===== config.mk =====
export PLATFORM = sky130hd
export DESIGN_NAME = dmem_bus_bridge
export DESIGN_NICKNAME = d
export VERILOG_FILES = /design/src/rtl/dmem_bus_bridge.sv
export SDC_FILE = /design/constraint.sdc
export NUM_CORES = 1
export LEC_CHECK = 0
export ABC_AREA = 0
export BUFFER_PORTS_ARGS = -buffer_cell sky130_fd_sc_hd__buf_2
export CORE_AREA = 2 2 120 93
export CTS_CLUSTER_SIZE = 40
export DETAILED_ROUTE_END_ITERATION = 10
export DIE_AREA = 0 0 122 95
export PLACE_DENSITY_LB_ADDON = 0.1
export SETUP_SLACK_MARGIN = 0.2
export SYNTH_ARGS = -nofsm -noshare
export SYNTH_HDL_FRONTEND = slang
export SYNTH_SLANG_ARGS = --single-unit
export TNS_END_PERCENT = 10

===== constraint.sdc =====
create_clock -name clk -period 2.5 [get_ports clk]
set_clock_uncertainty 0.1 [all_clocks]
set_input_delay 0.125 -clock clk [delete_from_list [all_inputs] [get_ports clk]]
set_output_delay 0.125 -clock clk [all_outputs]
set_load 0.01 [all_outputs]

===== src/rtl/dmem_bus_bridge.sv =====
// dmem_bus_bridge: turns MEM-stage load/store strobes into one valid/ready data-bus access,
// stalling the pipeline until the response (or a timeout) and returning registered load data.
// Ports: clk, rst (async active-low); core side mem_read, mem_write, adr, wdata, wmask -> rdata,
// stall; bus side bus_req_valid/ready, bus_we, bus_adr, bus_wdata, bus_wmask, bus_rsp_valid,
// bus_rsp_data; err (sticky timeout flag) with err_clr.
module dmem_bus_bridge #(
  parameter int TIMEOUT_CYCLES = 256,
  parameter int CNT_W          = 9
) (
  input  logic        clk,
  input  logic        rst,
  input  logic        mem_read,
  input  logic        mem_write,
  input  logic [31:0] adr,
  input  logic [31:0] wdata,
  input  logic [3:0]  wmask,
  output logic [31:0] rdata,
  output logic        stall,
  output logic        bus_req_valid,
  input  logic        bus_req_ready,
  output logic        bus_we,
  output logic [31:0] bus_adr,
  output logic [31:0] bus_wdata,
  output logic [3:0]  bus_wmask,
  input  logic        bus_rsp_valid,
  input  logic [31:0] bus_rsp_data,
  output logic        err,
  input  logic        err_clr
);
  localparam logic [1:0] S_IDLE = 2'd0, S_REQ = 2'd1, S_WAIT = 2'd2, S_DONE = 2'd3;
  logic [1:0]       state;
  logic [CNT_W-1:0] cnt;
  logic             access, timeout;
  assign access        = mem_read | mem_write;
  assign timeout       = state == S_WAIT && !bus_rsp_valid && cnt == CNT_W'(TIMEOUT_CYCLES - 1);
  assign stall         = (state == S_IDLE && access) || state == S_REQ || state == S_WAIT;
  // Derived from state so an async reset drops the request immediately.
  assign bus_req_valid = state == S_REQ;
  always_ff @(posedge clk or negedge rst) begin
    if (!rst) begin
      state     <= S_IDLE;
      cnt       <= '0;
      rdata     <= '0;
      bus_we    <= 1'b0;
      bus_adr   <= '0;
      bus_wdata <= '0;
      bus_wmask <= '0;
      err       <= 1'b0;
    end else begin
      // A timeout in the same cycle as err_clr leaves err set.
      err <= timeout | (err & ~err_clr);
      case (state)
        S_IDLE: if (access) begin
          state     <= S_REQ;
          bus_we    <= mem_write;
          bus_adr   <= adr;
          bus_wdata <= wdata;
          bus_wmask <= mem_write ? wmask : 4'hF;
        end
        S_REQ: if (bus_req_ready) begin
          state <= S_WAIT;
          cnt   <= '0;
        end
        S_WAIT: if (bus_rsp_valid) begin
          state <= S_DONE;
          if (!bus_we) rdata <= bus_rsp_data;
        end else if (timeout) begin
          state <= S_DONE;
          rdata <= '0;
        end else begin
          cnt <= cnt + 1'b1;
        end
        default: state <= S_IDLE;
      endcase
    end
  end
endmodule

* After elaboration in Yosys (flattened, before gate mapping)
Index checks and enable logic that the tools add are counted.
** Cells by class
- Add/subtract/negate cells :: 1
- Equality and inequality tests :: 9
- Reduce and logical (&&, ||, !) cells :: 13
- Bitwise operators :: 4
- Mux-type cells :: 13
** Operator list (number)
- two-way mux 32 bit :: 3
- two-way mux 9 bit :: 3
- one-hot mux 9 bit (2 select lines) :: 1
- adder 9 x 1 -> 9 bit, second input constant :: 1
- == test 9 x 8 -> 1 bit, second input constant :: 1
- two-way mux 2 bit :: 4
- != test 2 bit, second input constant :: 4
- one-hot mux 2 bit (3 select lines) :: 1
- AND reduction 3 bit :: 2
- two-way mux 4 bit :: 1
- AND reduction 4 bit :: 1
- nonzero test 2 bit :: 2
- logical AND 1 bit :: 3
- != test 3 bit, second input constant :: 1
- == test 2 x 1 -> 1 bit, second input constant :: 1
- == test 2 bit, second input constant :: 1
- zero test 2 bit :: 1
- logical OR 1 bit :: 2
- != test 2 x 1 -> 1 bit, second input constant :: 1
- bitwise OR 1 bit :: 2
- AND reduction 2 bit :: 1
- AND 1 bit :: 1
- zero test 1 bit :: 1
- inverter 1 bit :: 1
** Storage, ports and cells
- Logic and storage cells :: 48
- Bits in registers :: 113
- Output and inout port bits :: 104
- Input bits :: 107

* Logic depth before layout (Yosys ltp)
Gate-level depths: netlist of run 1.
- Depth after elaboration :: 6
- Mapped depth :: 10
- Mapped depth without buffers :: 9

* Worst setup path before layout of run 1
OpenSTA, ideal clock, no wires.
- Kind :: reg2reg
- Start point :: register cnt[0]
- End point :: register cnt[7]
- Stages on the path, launching flop included :: 10
- Arrival :: 1.916 ns
- Clock period less this slack :: 2.098 ns
- Path buffers :: 0
- Setup slack :: 0.402 ns
- Data required time :: 2.317 ns
- Library setup time :: 0.083 ns
- Cells stage by stage :: dfrtp_1 > ha_1 > and3_2 > nand3_1 > nor2_1 > ha_1 > o21ai_0 > nand3b_1 > or4_1 > o21ai_0
** On the way
- Longest elaborated chain between the ends :: 4
- Elaborated cells on any way between the ends :: 8
- Classes of those cells :: 1 x add/sub; 2 x eq/ne; 3 x mux; 2 x reduce/logical
** RTL lines
- start: declaration :: RTL line 32 : logic [CNT_W-1:0] cnt;
- start signal: assignment :: RTL line 71 : cnt <= cnt + 1'b1;
- adder 9 x 1 -> 9 bit / == test 9 x 8 -> 1 bit (equally long branches) :: RTL line 71, 35
- two-way mux 9 bit / logical AND 1 bit (equally long branches) :: RTL line 67, 35
- two-way mux 9 bit / != test 2 bit (equally long branches)
- one-hot mux 9 bit (2 select lines) / AND reduction 4 bit (equally long branches)
Parallel ways exist; a longest one is shown, timed or not. The select of a mux whose other input is x is not followed.
A chain may end at the register's enable or synchronous reset.

* Final worst setup path of run 1
- Start point :: register cnt[0]
- End point :: register cnt[3]
Same word-level chain as after synthesis.

==> results of run 1 <==
[cell families after synthesis]
group           count (synthesis)  synth area share (%)
fa+ha+maj                       6                  1.64
mux                            65                  16.0
flops                         113                  61.8
simple gates                  104                  9.88
compound gates                 59                  7.28
buf+inv                        28                  3.34
[power breakdown]
part,switching [mW],internal [mW],total [mW],leakage [nW]
registers,0.420,2.67,3.09,1.39
clock network,0.816,1.54,2.35,0.286
logic,1.67,1.71,3.38,2.02
[sequential cells by signal, indices dropped and copies added, names as in the netlist]
signal and cells:
cnt 9, bus_adr 32, bus_wdata 32, rdata 32
state 2, err 1, bus_wmask 4, bus_we 1
[synth_stat cells (2+ instances only)]
cell,n
dfrtp_1,113
nand2_1,80
mux2_2,65
o21ai_0,40
buf_2,8
ha_1,6
inv_1,6
nor2b_1,6
buf_4,5
o21ai_1,5
a21oi_1,3
clkbuf_1,3
clkbuf_2,3
nand3b_1,3
nor2_1,3
buf_6,2
nand3_1,2
nand4_1,2
o31ai_1,2
[routing by layer]
metal  routed length (µm)  global-route usage (%)  vias up  share of wire (%)
met1                 5060                    24.5     1907                 40
met4                  182                    8.81        0                1.5
li1                     -                       -     1933                  -
met3                  872                    6.40       18                7.0
met2                 6390                    37.8      140                 51
met5                    0                       0        -                  0
[stage by stage]
| step | cell area [µm²] | instances |
|---|---|---|
| finish | 7480 | 854 |
| global route | 7480 | 854 |
| CTS | 7420 | 848 |
| detailed placement | 5790 | 712 |
| global placement | 5790 | 712 |
| floorplan | 4570 | 375 |
[worst max-delay path, delay by kind of cell (launching register included)]
kind                     cells  cell delay [ns]
AND/OR/NAND/NOR              5             0.67
adder cells (fa/ha/maj)      2             0.43
flip-flops                   1             0.39
buffers and inverters        2             0.31
AO/OA/AOI/OAI                2             0.25
[layout make-up]
cell class | instances | area share (%)
well taps | 140 | 2.34
clock buffers | 22 | 6.34
repair buffers | 328 | 29.9
multi-input cells | 234 | 21.8
inverters | 7 | 0.351
clock inverters | 10 | 1.46
flip-flops and latches | 113 | 37.8
[final timing paths]
check / from / to / cells after the start
worst max-delay path: cnt[0] / cnt[3] / 11
worst min-delay path: bus_rsp_valid / err / 3
worst max register to register: cnt[0] / cnt[3] / 11
worst min register to register: bus_wmask[1] / bus_wmask[1] / 2
max in group asynchronous: rst / bus_wdata[2] / 3
min in group asynchronous: rst / bus_adr[14] / 2
[repair_timing]
item                       4_1_cts  5_1_grt
cloned                           0        0
pin swaps                        1        3
hold buffers                   103        0
setup buffers                    1        6
hold endpoints to repair       135        0
resized for setup                2        5
setup endpoints to repair        1       36
==> flow_metrics.tcl, run 1 <==
set metrics [dict create \
    ios 211 \
    layout_commonest_cell "buf_2" \
    syn_inst 375 \
    cellLeakagePower_nw 3.70 \
    seq_area_frac_synth_pct 61.9 \
    setup_tns_ns 0 \
    syn_avg_cell_area_um2 12.2 \
    startpoint_type "register" \
    worstPathCellList "ha_1, and3_4, nand3_2, nor2_1, ha_2, o21ai_1, nand3b_1, buf_4, buf_6, nor4_2, a211o_1" \
    regArea_um2 2830 \
    run_status "finished clean" \
    ys_seq_elements 113 \
    arrival_ns 2.44 \
    hold_class "in -> reg" \
    crit_fanout 7 \
    ys.flop_type "dfrtp_1" \
    io_buffer_count 210 \
    pre_cts_slack_ns 0.192 \
    hold_viol_final 0 \
    layout_min_cycle_time_ns 2.20 \
    antenna_found_initial 0 \
    core_area_um2 10500 \
    cts_sinks 113 \
    cts_tree "built" \
    max_freq_mhz 455 \
    insertion_delay_ns 0.40 \
    layout_worst_path_cycle_share_pct 88.0 \
    synthArstFlopShare_pct 100 \
    p_per_area_nw_per_um2 1180 \
    vias 3998 \
    crit_type "reg -> reg" \
    ys_top_cells_by_area "dfrtp_1 62%, mux2_2 16%, nand2_1 6.6%" \
    layout-drive-gt1-share_pct 46.4 \
    yosysTopAreaCell "dfrtp_1" \
    drv_cap 0 \
    cts_root_buf "clkbuf_16" \
    cts_buffer_depth 2 \
    grt_overflow 0 \
    reg2reg_slack_ns 0.30 \
    final_cell_mix "209 x buf_2, 113 x dfrtp_1, 103 x dlygate4sd3_1, 80 x nand2_1, 65 x mux2_2" \
    synth-edff-count 0 \
    grt_pass1_vias 4083 \
    dr.pass1.iters 4 \
    worst_hold_slack_ns 0.0366 \
    power_mw 8.82 \
    max_stage_delay_ns 0.39 \
    grt_max_degree 65 \
    area_delta_synth_final_pct 63.6 \
    place.gp.congestion 0.780 \
    path_clk_slew_ns 0.05 \
    finalSetupViolCount 0 \
    grt_pass1_wl_um 19200 \
    max_slew_margin_pct 54.1 \
    dieHeight_um 95 \
    tightest_slew_ns 0.686 \
    drtIter0Drc 190 \
    synth.top_cell.area_share_pct 61.9 \
    ant_nets 0 \
    required_ns 2.74 \
    totalWireLength_um 12500 \
    num_rows 33 \
    synth_area_um2 4570 \
    nFillCells 741 \
    dieArea_um2 11600 \
    maxSlewViolCount 0 \
    multi_input_area_um2 1630 \
    vias_per_cell 4.68 \
    synth_fp_nets 488 \
    start_util_pct 43.4 \
    synth.distinct_cells 37 \
    fin_nets 814 \
    antenna_cells 0 \
    numCtsBuffers 17 \
    slowest_stage "dfrtp_1" \
    final_util_pct 71.1 \
    yosysWarnings 0 \
    cp-end-kind "register" \
    grtUsageTotal_pct 21.4 \
    post_drt_wl_per_cell_um 14.6 \
    ir_drop_v 0.000726 \
    drc 0 \
    htree_levels 4 \
    fin_ws_ns 0.301 \
    rsz0062_at_grt "no" \
    fp.dieW_um 122 \
    hpwl_um 7830 \
]
Power figures use the tool's default switching activity.
==> run 2: changes to the inputs <==
--- a/config.mk
+++ b/config.mk
@@ -12,6 +12,7 @@
 export DETAILED_ROUTE_END_ITERATION = 10
 export DIE_AREA = 0 0 122 95
 export PLACE_DENSITY_LB_ADDON = 0.1
+export REMOVE_ABC_BUFFERS = 1
 export SETUP_SLACK_MARGIN = 0.2
 export SYNTH_ARGS = -nofsm -noshare
 export SYNTH_HDL_FRONTEND = slang
==> flow_metrics.tcl, run 2 (synthesis gave the netlist of run 1 again) <==
set metrics [dict create \
    run_status "finished clean" \
    worstPathCellList "ha_2, and3_2, nand3_2, nor2_1, ha_2, o21ai_1, nand3b_1, buf_6, a21o_1, a21o_2" \
    fin_ws_ns 0.290 \
    drv_cap 0 \
    cts_sinks 113 \
    drc 0 \
    ios 211 \
    cts_root_buf "clkbuf_16" \
    layout-drive-gt1-share_pct 46.0 \
    totalWireLength_um 12000 \
    cts_tree "built" \
    layout_min_cycle_time_ns 2.21 \
    antenna_found_initial 0 \
    final_cell_mix "209 x buf_2, 113 x dfrtp_1, 103 x dlygate4sd3_1, 80 x nand2_1, 65 x mux2_2" \
    num_rows 33 \
    grtUsageTotal_pct 21.0 \
    ant_nets 0 \
    hold_class "in -> reg" \
    post_drt_wl_per_cell_um 14.2 \
    grt_max_degree 65 \
    final_util_pct 70.7 \
    slowest_stage "dfrtp_1" \
    layout_commonest_cell "buf_2" \
    required_ns 2.68 \
    worstHoldStart "mem_read" \
    drtIter0Drc 195 \
    numCtsBuffers 17 \
    maxSlewViolCount 0 \
    cellLeakagePower_nw 3.66 \
    fin_nets 809 \
    insertion_delay_ns 0.40 \
    grt_overflow 0 \
    largestRegisters "bus_adr: 32 flops, bus_wdata: 32 flops, rdata: 32 flops" \
    cp-end-kind "register" \
    crit_fanout 6 \
    vias_per_cell 4.59 \
    dr.pass1.iters 4 \
    critPathBufInv 1 \
    p_per_area_nw_per_um2 1170 \
    cp-startpoint "cnt[1]" \
    start_util_pct 43.4 \
    area_delta_synth_final_pct 62.8 \
    io_buffer_count 210 \
    dp.cells 710 \
    core_area_um2 10500 \
    ir_drop_v 0.000763 \
    max_freq_mhz 452 \
    path_clk_slew_ns 0.05 \
    pre_cts_slack_ns 0.140 \
    dieHeight_um 95 \
    grt_pass1_wl_um 18600 \
    critical-path-top-delay-family "simple AND/OR/NAND/NOR gates" \
    regToRegStartpoint "cnt[1]" \
    layout_worst_path_cycle_share_pct 88.4 \
    nFillCells 774 \
    crit_top_cell "ha_2" \
    finalSetupViolCount 0 \
    hold_viol_final 0 \
    vias 3887 \
    rsz0062_at_grt "no" \
    final_cells 847 \
    hpwl_um 7640 \
    fp.dieW_um 122 \
    htree_levels 4 \
    place.gp.congestion 0.797 \
    max_stage_delay_ns 0.40 \
    dieArea_um2 11600 \
    crit_type "reg -> reg" \
    setup_tns_ns 0 \
    antenna_cells 0 \
    max_slew_margin_pct 54.0 \
    tightest_slew_ns 0.690 \
    startpoint_type "register" \
    cts_buffer_depth 2 \
    worst_hold_slack_ns 0.0337 \
    arrival_ns 2.39 \
    grt_pass1_vias 3899 \
]
[run 2: worst paths after layout]
| check | endpoint | slack, ns | cells past startpoint |
|---|---|---|---|
| min in group asynchronous | rdata[22] | 0.15 | 2 |
| hold reg to reg | rdata[19] | 0.37 | 2 |
| setup reg to reg | cnt[2] | 0.29 | 10 |
| max in group asynchronous | bus_wdata[27] | 1.47 | 3 |
| hold / removal | bus_we | 0.03 | 4 |
| setup / recovery | cnt[2] | 0.29 | 10 |
[run 2: per-stage QoR]
stage	power [mW]	area [µm²]
floorplan	4.92	4450
global placement	6.12	5780
detailed placement	6.22	5780
CTS	8.77	7410
global route	9.32	7440
finish	8.73	7440
[run 2: repair_timing]
action / 4_1_cts / 5_1_grt
hold endpoints to repair: 144 / 0
pin swaps: 1 / 3
endpoints found under the setup margin: 2 / 35
setup buffers: 1 / 3
hold buffers: 103 / 0
resized for setup: 2 / 7
[run 2: metal layers]
| layer | wire, µm | track usage (%) | up-vias |
|---|---|---|---|
| li1 | - | - | 1920 |
| met1 | 5110 | 25.1 | 1832 |
| met2 | 6020 | 35.3 | 119 |
| met3 | 699 | 6.04 | 16 |
| met4 | 187 | 9.39 | 0 |
| met5 | 0 | 0 | - |
[run 2: final cells by class]
class	count	area, µm²	share of cell area, %
clock buffer	20	447	6.00
timing repair buffer	323	2200	29.6
multi-input combinational	234	1630	21.9
inverter	7	26.3	0.353
clock inverter	10	136	1.83
tap	140	175	2.35
sequential	113	2830	38.0
[run 2: report_power, final]
part	total [mW]	internal [mW]	leakage (nW)	switching, mW
clock network	2.36	1.58	0.278	0.779
registers	3.09	2.67	1.39	0.417
logic	3.29	1.64	2.00	1.65
[run 2: worst register-to-register path: cells and delay by family, from the launching register on]
family	cells	cell delay [ns]
simple gates	4	0.55
buf+inv	1	0.19
compound gates	3	0.45
flops	1	0.40
fa+ha+maj	2	0.40
